<file path="src/rtl/led_pkg.sv">
// Shared encodings for the LED counter controller.
package led_pkg;

   typedef enum logic [1:0] {
      MODE_UP     = 2'b00,
      MODE_DOWN   = 2'b01,
      MODE_BOUNCE = 2'b10,
      MODE_HOLD   = 2'b11
   } mode_t;

   typedef enum logic {
      DIR_UP   = 1'b0,
      DIR_DOWN = 1'b1
   } dir_t;

endpackage

</file>
<file path="src/rtl/prescaler_tick.sv">
// Free-running N-bit prescaler; flags the last count of each period.
module prescaler_tick #(
   parameter int unsigned N = 19
) (
   input  logic CLK,
   input  logic RST,
   input  logic EN,
   input  logic CLR,
   output logic WRAP_NEXT
);

   logic [N-1:0] p;

   // Count enabled cycles; a synchronous clear restarts the period.
   always_ff @(posedge CLK or posedge RST) begin
      if (RST) begin
         p <= '0;
      end else if (CLR) begin
         p <= '0;
      end else if (EN) begin
         p <= p + N'(1);
      end
   end

   assign WRAP_NEXT = (p == '1);

endmodule

</file>
<file path="src/rtl/led_counter_ctrl.sv">
// LED display counter: steps up/down/bounce/hold once per prescaler period.
module led_counter_ctrl
   import led_pkg::*;
#(
   parameter int unsigned N = 19,
   parameter int unsigned W = 8
) (
   input  logic         CLK,
   input  logic         RST,
   input  logic         EN,
   input  logic [1:0]   MODE,
   input  logic         LOAD,
   input  logic [W-1:0] DATA,
   output logic [W-1:0] LEDS,
   output logic         TICK,
   output logic         WRAP
);

   logic         wrap_next;
   logic [W-1:0] count;
   dir_t         dir;
   logic         tick_q;
   logic         wrap_q;

   // LOAD also clears the prescaler so a load restarts the full period.
   prescaler_tick #(.N(N)) u_prescaler (
      .CLK       (CLK),
      .RST       (RST),
      .EN        (EN),
      .CLR       (LOAD),
      .WRAP_NEXT (wrap_next)
   );

   // Counter, direction and strobe registers; load beats enable beats step.
   always_ff @(posedge CLK or posedge RST) begin
      if (RST) begin
         count  <= '0;
         dir    <= DIR_UP;
         tick_q <= 1'b0;
         wrap_q <= 1'b0;
      end else if (LOAD) begin
         count  <= DATA;
         tick_q <= 1'b0;
         wrap_q <= 1'b0;
      end else if (!EN || !wrap_next) begin
         tick_q <= 1'b0;
         wrap_q <= 1'b0;
      end else begin
         tick_q <= 1'b1;
         wrap_q <= 1'b0;
         case (mode_t'(MODE))
            MODE_UP: begin
               count  <= count + W'(1);
               dir    <= DIR_UP;
               wrap_q <= (count == '1);
            end
            MODE_DOWN: begin
               count  <= count - W'(1);
               dir    <= DIR_DOWN;
               wrap_q <= (count == '0);
            end
            MODE_BOUNCE: begin
               if (dir == DIR_UP) begin
                  if (count == '1) begin
                     count  <= count - W'(1);
                     dir    <= DIR_DOWN;
                     wrap_q <= 1'b1;
                  end else begin
                     count <= count + W'(1);
                  end
               end else begin
                  if (count == '0) begin
                     count  <= W'(1);
                     dir    <= DIR_UP;
                     wrap_q <= 1'b1;
                  end else begin
                     count <= count - W'(1);
                  end
               end
            end
            default: begin
               count <= count;
            end
         endcase
      end
   end

   assign LEDS = count;
   assign TICK = tick_q;
   assign WRAP = wrap_q;

endmodule

</file>
<file path="config.mk">
export PLATFORM = sky130hd
export DESIGN_NAME = led_counter_ctrl
export DESIGN_NICKNAME = d
export VERILOG_FILES = /design/src/rtl/led_pkg.sv /design/src/rtl/prescaler_tick.sv /design/src/rtl/led_counter_ctrl.sv
export SDC_FILE = /design/constraint.sdc
export NUM_CORES = 1
export LEC_CHECK = 0
export ABC_AREA = 1
export ABC_CLOCK_PERIOD_IN_PS = 1800
export BUFFER_PORTS_ARGS = -buffer_cell sky130_fd_sc_hd__buf_2
export CAP_MARGIN = 40
export CORE_MARGIN = 2
export CORE_UTILIZATION = 45
export DETAILED_ROUTE_END_ITERATION = 6
export SLEW_MARGIN = 20
export SYNTH_ARGS = -nofsm -noshare
export SYNTH_HDL_FRONTEND = slang
export SYNTH_SLANG_ARGS = --single-unit
export TNS_END_PERCENT = 50
</file>
<file path="constraint.sdc">
create_clock -name CLK -period 1.8 [get_ports CLK]
set_clock_uncertainty 0.15 [all_clocks]
set_input_delay 0.36 -clock CLK [delete_from_list [all_inputs] [get_ports CLK]]
set_output_delay 0.36 -clock CLK [all_outputs]
set_load 0.05 [all_outputs]
</file>
### Word level (Yosys, flattened, before mapping)

Index checks and enable logic that the tools add are counted.

* bits in registers: 30
* bits of input ports: 14
* output and inout port bits: 10

* add/subtract/negate cells: 3
* eq/ne operators: 5
* mux-type cells: 19
* bitwise logic cells: 2
* reduce and logical (&&, ||, !) cells: 10

Operators by type and width (number)
* $mux W8: 5
* $mux W19: 2
* $pmux W8 S3: 1
* $add A19 B1 Y19 const B: 1
* $eq A19 B19 Y1 const B: 1
* $mux W1: 9
* $add A8 B1 Y8 const B: 1
* $eq A8 B8 Y1 const B: 1
* $logic_not A8 Y1: 1
* $sub A8 B1 Y8 const B: 1
* $pmux W1 S3: 2
* $reduce_bool A4 Y1: 1
* $reduce_and A3 Y1: 1
* $reduce_bool A3 Y1: 1
* $eq A2 B1 Y1 const B: 1
* $eq A2 B2 Y1 const B: 1
* $logic_not A1 Y1: 2
* $logic_not A2 Y1: 1
* $ne A2 B2 Y1 const B: 1
* $not A1 Y1: 2
* $reduce_and A2 Y1: 1
* $reduce_bool A2 Y1: 1
* $logic_or A1 B1 Y1: 1

### Longest topological paths before layout

Gate-level depths: netlist of run 1.

* word-level depth: 6
* mapped depth: 13
* depth with buffers taken out: 13

### By module

A second synthesis of run 1 with hierarchy kept.

* cell total of the unflattened synthesis: 329
* area total of the unflattened synthesis: 2204.6 µm²

By module, submodules not included
* prescaler_tick: instances 1, cells an instance 153, area an instance 1132.3 µm², seq. area each 475.5 µm²
* led_counter_ctrl: instances 1, cells an instance 176, area an instance 1072.3 µm², seq. area each 275.3 µm²

### Worst setup path before layout of run 1

No wires, ideal clock.

* kind: register to register
* from: register count[0], in the netlist LEDS[0]
* to: register count[4], in the netlist LEDS[4]
* setup time: 0.118 ns
* arrival time: 1.748 ns
* data required time: 1.532 ns
* path slack: -0.217 ns
* stages on the path, launching flop included: 11
* path buffers: 0
* period minus slack after synthesis: 2.017 ns
* cell sequence: dfrtp_1 > ha_1 > nand2_1 > nor2_1 > nand4_1 > nand3_1 > nand2_1 > a21oi_1 > nand2_1 > nand2_1 > nand2_1

* cells in the longest elaborated chain, start to end: 6
* elaborated cells on any way between the ends: 10
* classes of those cells: add/sub (2); eq/ne (1); mux (6); reduce/logical (1)

Ends and longest elaborated chain
* start: declaration: line led_counter_ctrl.sv:20 `logic [W-1:0] count;`
* start signal: assignment: line led_counter_ctrl.sv:53 `count <= count + W'(1);`
* start signal: assignment: line led_counter_ctrl.sv:58 `count <= count - W'(1);`
* start signal: assignment: line led_counter_ctrl.sv:65 `count <= count - W'(1);`
* $add A8 B1 Y8, or another cell as far along: line led_counter_ctrl.sv:53, led_counter_ctrl.sv:69
* $mux W8, on equally long branches: line led_counter_ctrl.sv:64, led_counter_ctrl.sv:72
* $mux W8: line led_counter_ctrl.sv:63 `if (dir == DIR_UP) begin`
* $pmux W8 S3 *: line led_counter_ctrl.sv:51 `case (mode_t'(MODE))`
* $mux W8 *: line led_counter_ctrl.sv:45 `end else if (!EN || !wrap_next) begin`
* $mux W8 *: line led_counter_ctrl.sv:41 `end else if (LOAD) begin`

Mark *: on every way between the ends. The rest lies on a longest branch, timed or not. The select of a mux whose other input is x is not followed.
A chain may end at the register's enable or synchronous reset.

### Worst setup path in the final report of run 1

* from: register count[1], in the netlist LEDS[1]
* to: register count[6], in the netlist LEDS[6]

The elaborated chain is that of the path after synthesis.

==> results of run 1 <==
-- logic make-up after synthesis --
family | share of synthesized area (%)
adder cells (fa/ha/maj) | 4.06
flip-flops | 34.8
AND/OR/NAND/NOR | 36.0
AO/OA/AOI/OAI | 11.4
buffers and inverters | 8.92
XOR/XNOR | 4.87
-- timing repair --
| action | in CTS | in global routing |
|---|---|---|
| buffers inserted | 0 | 6 |
| gates resized for setup | 0 | 34 |
| setup endpoints to repair | 0 | 14 |
-- tightest hold or removal path: cells and delay by family --
family	cells	cell delay, ps
buf+inv	3	490
-- path summary, 6_finish.rpt --
check                                          to         startpoint
worst max-delay path                      LEDS[6]            LEDS[1]
worst min-delay path                         TICK                RST
min in group CLK                          LEDS[0]            DATA[0]
worst min register to register  u_prescaler.p[16]  u_prescaler.p[16]
worst max register to register            LEDS[6]            LEDS[1]
max in group asynchronous                 LEDS[0]                RST
-- per-stage QoR --
| stage | TNS (ps) | cell area, sq um | utilization [%] |
|---|---|---|---|
| 2_1_floorplan | 0 | 2180 | - |
| 3_3_place_gp | 0 | 2570 | 55.1 |
| 3_5_place_dp | 0 | 2570 | 55.1 |
| 4_1_cts | 0 | 2710 | 58.2 |
| 5_1_grt | -295 | 2890 | 62.0 |
| 6_report | 0 | 2890 | 62.0 |
-- registers in the layout, summed over array words and instances (netlist names) --
signal / count
u_prescaler.p: 19
LEDS: 8
WRAP: 1
dir: 1
TICK: 1
-- placed cells by master (no fill, tap or decap), types with 2 or more instances in the layout --
master	netlist	routed
a21oi_1	22	16
a21oi_2	0	6
a31oi_1	2	2
buf_2	3	23
buf_4	0	37
bufinv_16	0	2
clkbuf_8	0	6
dfrtp_1	30	25
dfrtp_2	0	5
ha_1	7	4
ha_4	0	3
inv_1	37	34
inv_2	1	4
nand2_1	79	76
nand2_2	5	3
nand2_4	0	5
nand3_1	18	13
nand3_2	2	6
nand3_4	2	3
nand4_1	4	4
nor2_1	42	39
nor2_2	2	3
nor2_4	3	5
nor3_1	6	5
nor3_2	1	2
o21a_1	3	3
o21ai_0	12	9
o21ai_1	1	4
xor2_1	12	12
-- per-layer routing --
layer | part of all wire, % | GRT usage, % | vias up
li1 | - | - | 1091
met1 | 51 | 30.6 | 932
met2 | 44 | 32.0 | 40
met3 | 3.8 | 4.25 | 9
met4 | 1.3 | 5.56 | 0
met5 | 0 | 0 | -
-- power groups by stage --
stage / Sequential (W) / Combinational, W / Clock [W]
2_1_floorplan: 0.000883 / 0.000328 / 0
3_3_place_gp: 0.000783 / 0.000639 / 0
3_5_place_dp: 0.000784 / 0.000641 / 0
4_1_cts: 0.000772 / 0.000644 / 0.000887
5_1_grt: 0.000783 / 0.000801 / 0.000915
6_report: 0.000778 / 0.000724 / 0.000876
-- area by class of cell --
| class | instances | area [sq um] | area share [%] |
|---|---|---|---|
| clock buffer | 6 | 82.6 | 2.86 |
| sequential | 30 | 757 | 26.2 |
| timing repair buffer | 61 | 413 | 14.3 |
| inverter | 39 | 146 | 5.06 |
| clock inverter | 2 | 60.1 | 2.08 |
| tap | 54 | 67.6 | 2.34 |
| multi-input combinational | 229 | 1360 | 47.2 |
==> out/results.ini, run 1 <==
[timing]
hold_violations=18
slew_viol_final=0
setup-violations-final=0
grt_setup_unrepaired=yes
whs_ps=-10.8
fmax_mhz=574
period_needed_ps=1740
period_share_pct=96.9
max-slew-margin-rel_pct=73.5
worst_slack_ps=56.4
worst_slew_pin_slew_ps=398

[worst_setup_path]
path_buf_inv=0
cp.arrival_ps=1780
r2r_cells=10
worstPathCellList=ha_4 > nand2_4 > nor2_4 > nand4_1 > nand3_2 > nand2_4 > a21oi_1 > nand2_1 > nand2_1 > nand2_1
startpoint_type=register
path_depth=10
path_max_fanout=6
reg2reg_slack_ps=60
critPathCaptureType=register
critPathKind=register to register
cp_slowest_cell=dfrtp_2
slowest_delay_ps=420
cpMostUsedCell=nand2_1
path_delay_family=simple AND/OR/NAND/NOR gates
crit_required_ps=1830

[status]
status=finished, violations left
violations=hold timing

[global_routing]
antenna_found_initial=0
grt_pass1_vias=1905
grt_use_total_pct=21.1
grt_max_degree=31
grt_overflow=0
grt_pass1_wl_um=8690

[cts]
cts_tree=done
cts_root_buffer=clkbuf_8
cts.clk_slew.worst_paths_ps=70
cts-root-to-sink-buffers=2
cts_buffers=5
holdBufCountCts=0
cts_max_level=2
clock_latency_ps=290
cts_sinks=30

[pwr]
cellLeakagePower_nw=1.45
p_switching_w=0.000800
swShare_pct=33.6
p_per_area_nw_per_um2=823
ir_drop_uv=715
power.total_w=0.00238
pwr-share-comb_pct=30.5
seqPwrFrac_pct=32.7
p_clk_share_pct=36.8
p_int_w=0.00158

[cells_and_area]
n_antenna_cell=0
fillers=430
drive_gt1_share_pct=32.2
area_growth_pct=33.8
nNetsFinal=387
layout.cells.non_filler=421

[route]
num_vias=2072
drt_pass1_iterations=4
wl_per_cell_um=12.7
drc=0
drt-vias-per-instance=4.92
ant_nets=0
wirelength_um=5330
drtIter0Drc=85

[synthesis]
synth_top_cell_area_share_pct=34.8
yosysMostFrequentCell=nand2_1
synthTopCellsByArea=dfrtp_1 35%, nand2_1 14%, nor2_1 7.3%
avgSynthCellArea_sq_um=7.03
yosys_most_used_dff=dfrtp_1
synth_cell_type_count=32
synth-seq-area-share_pct=34.8
netlist_instances=307
yosysTopAreaCell=dfrtp_1
syn_nets=328
synth-edff-count=0
ys_warn_count=0
syn_area_sq_um=2160
synth-async-reset-ratio_pct=100
synth-seq-cells=30
netlist_top_cells_count=79 x nand2_1, 42 x nor2_1, 37 x inv_1

[floorplan]
row_count=25
dieHeight_um=73.3
initial_utilization_pct=46.3
die_area_sq_um=5370
die_x_um=73.3
ioPinCount=24
core_area_sq_um=4660

[place]
io_buffers=23
placedCellCount=407
dp_hpwl_um=3790
gp_congestion=0.832
pre_cts_ws_ps=55.5

[hold_path]
hp-class=input port to async pin

[job]
cap_viol_max_count=0

No activity file was read; power rests on OpenSTA's default activity.
==> run 2, diff against run 1 <==
--- a/config.mk
+++ b/config.mk
@@ -9,9 +9,13 @@
 export ABC_CLOCK_PERIOD_IN_PS = 1800
 export BUFFER_PORTS_ARGS = -buffer_cell sky130_fd_sc_hd__buf_2
 export CAP_MARGIN = 40
+export CELL_PAD_IN_SITES_DETAIL_PLACEMENT = 1
+export CELL_PAD_IN_SITES_GLOBAL_PLACEMENT = 1
 export CORE_MARGIN = 2
-export CORE_UTILIZATION = 45
+export CORE_UTILIZATION = 42
 export DETAILED_ROUTE_END_ITERATION = 6
+export PLACE_DENSITY_LB_ADDON = 0.1
+export RECOVER_POWER = 100
 export SLEW_MARGIN = 20
 export SYNTH_ARGS = -nofsm -noshare
 export SYNTH_HDL_FRONTEND = slang
==> out/results.ini, run 2 (synthesis results as in run 1) <==
[status]
status=finished, violations left
violations=setup timing

[route]
drc=0  ; unchanged
drtIter0Drc=151  ; +78%
wl_per_cell_um=15.1  ; +19%
ant_nets=0  ; unchanged
wirelength_um=6630  ; +24%
drt_pass1_iterations=4  ; unchanged
drt-vias-per-instance=5.01  ; +1.7%
num_vias=2193  ; +5.8%

[cells_and_area]
fillers=659  ; +53%
final_common_cell=nand2_1
drive_gt1_share_pct=32.1  ; -0.087 points
layout_common_cells=77 x nand2_1, 37 x nor2_1, 37 x buf_4
nNetsFinal=389  ; +0.52%
largest_reg_flops=19  ; unchanged
area_growth_pct=30.7
regMostFlops=u_prescaler.p
n_antenna_cell=0  ; unchanged

[floorplan]
dieHeight_um=75.7  ; +3.3%
row_count=26  ; +4.0%
core_area_sq_um=5040  ; +8.2%
die_area_sq_um=5730  ; +6.7%
initial_utilization_pct=42.8  ; -3.5 points
die_x_um=75.7  ; +3.3%
ioPinCount=24  ; unchanged

[place]
pre_cts_ws_ps=-10.4  ; -65.9 ps
gp_congestion=0.864  ; +3.9%
io_buffers=23  ; unchanged
dp_hpwl_um=4910  ; +29%

[cts]
cts_root_buffer=clkbuf_8
cts_max_level=2  ; unchanged
holdBufCountCts=0  ; unchanged
cts_sinks=30  ; unchanged
cts_buffers=5  ; unchanged
cts.clk_slew.worst_paths_ps=70  ; about the same
cts-root-to-sink-buffers=2  ; unchanged
clock_latency_ps=290  ; about the same
cts_tree=done

[timing]
grt_setup_unrepaired=yes
period_share_pct=101  ; +3.8 points
hold_violations=0  ; -18
setup-violations-final=1  ; +1
fin_tns_setup_ps=-11.1  ; -11.1 ps
max-slew-margin-rel_pct=47.0  ; -26 points
worst_slack_ps=-11.1  ; -67.5 ps
slew_viol_final=0  ; unchanged
worst_slew_pin_slew_ps=795  ; +397 ps
period_needed_ps=1810  ; +67.5 ps
fmax_mhz=552  ; -3.7%
whs_ps=140  ; +151 ps

[worst_setup_path]
cp.arrival_ps=1840  ; +60 ps
startpoint_type=register
r2r-end=LEDS[4]
crit_required_ps=1820  ; about the same
critPathCaptureType=register
reg2reg_slack_ps=-10  ; -70 ps
rr_startpoint=LEDS[0]
critPathKind=register to register
r2r_cells=10  ; unchanged
path_max_fanout=6  ; unchanged

[job]
cap_viol_max_count=0  ; unchanged

[pwr]
p_switching_w=0.000803  ; +0.44%
ir_drop_uv=388  ; -46%
p_int_w=0.00124  ; -21%
pwr-share-comb_pct=35.9  ; +5.4 points
p_per_area_nw_per_um2=725  ; -12%
cellLeakagePower_nw=1.41  ; -2.6%
swShare_pct=39.3  ; +5.6 points
p_clk_share_pct=26.0  ; -11 points
seqPwrFrac_pct=38.0  ; +5.3 points

[hold_path]
hp-class=input port to async pin

[global_routing]
grt_use_total_pct=23.7  ; +2.6 points
grt_pass1_vias=2144  ; +13%
grt_max_degree=31  ; unchanged
grt_overflow=0  ; unchanged
grt_pass1_wl_um=10300  ; +18%
antenna_found_initial=0  ; unchanged

==> run 2: changes by cell type in the layout (fill, tap and decap cells not counted), sizes merged <==
cell,delta
bufinv,-2
clkbuf,+1
clkinv,+2
==> run 2: worst max-delay path: stages, from the launching register on <==
cell and delay, ps:
dfrtp_2 420, ha_4 150, nand2_2 60, nor2_2 110, nand4_1 210, nand3_2 180
nand2_4 100, a21oi_1 130, nand2_1 70, nand2_1 70, nand2_1 60
==> run 2: how the worst max path moves through the flow <==
stage                                  from  endpoint  slack [ps]  cells past startpoint
after floorplan                     LEDS[5]   LEDS[1]           7                     12
after global placement    u_prescaler.p[13]       dir         -10                      8
after detailed placement            MODE[0]   LEDS[0]         -10                      8
after CTS                           LEDS[1]   LEDS[1]           9                     13
after global routing                LEDS[0]   LEDS[7]        -120                     10
final                               LEDS[0]   LEDS[4]         -10                     10
==> run 2: layer usage <==
| layer | GRT usage (%) | vias to the layer above | part of all wire (%) |
|---|---|---|---|
| li1 | - | 1091 | - |
| met1 | 32.5 | 1044 | 47 |
| met2 | 39.7 | 54 | 49 |
| met3 | 4.37 | 4 | 3.6 |
| met4 | 3.51 | 0 | 0.39 |
| met5 | 0 | - | 0 |
==> run 2: layout make-up <==
cell class / count / area [sq um] / area share, %
Clock inverter: 2 / 10.0 / 0.355
Sequential cell: 30 / 758 / 26.9
Multi-Input combinational cell: 229 / 1330 / 47.0
Inverter: 39 / 146 / 5.19
Timing Repair Buffer: 63 / 425 / 15.1
Clock buffer: 5 / 68.8 / 2.44
Tap cell: 70 / 87.6 / 3.10
==> run 2: power groups by stage <==
stage | Combinational [W] | Sequential [W] | Clock (W)
2_1_floorplan | 0.000328 | 0.000883 | 0
3_3_place_gp | 0.000661 | 0.000788 | 0
3_5_place_dp | 0.000676 | 0.000788 | 0
4_1_cts | 0.000682 | 0.000776 | 0.000543
5_1_grt | 0.000810 | 0.000787 | 0.000573
6_report | 0.000736 | 0.000779 | 0.000532
==> run 2: stage by stage <==
step	total power, W	instances	utilization (%)	area, sq um
after floorplan	0.00121	307	-	2180
after global placement	0.00145	423	51.4	2590
after detailed placement	0.00146	423	51.4	2590
after CTS	0.00200	431	53.2	2680
after global routing	0.00217	438	56.0	2820
final	0.00205	438	56.0	2820
==> run 2: timing repair <==
item	4_1_cts	5_1_grt
endpoints found under the setup margin	4	15
pin swaps	1	12
gates resized for setup	1	29
setup buffers	1	7
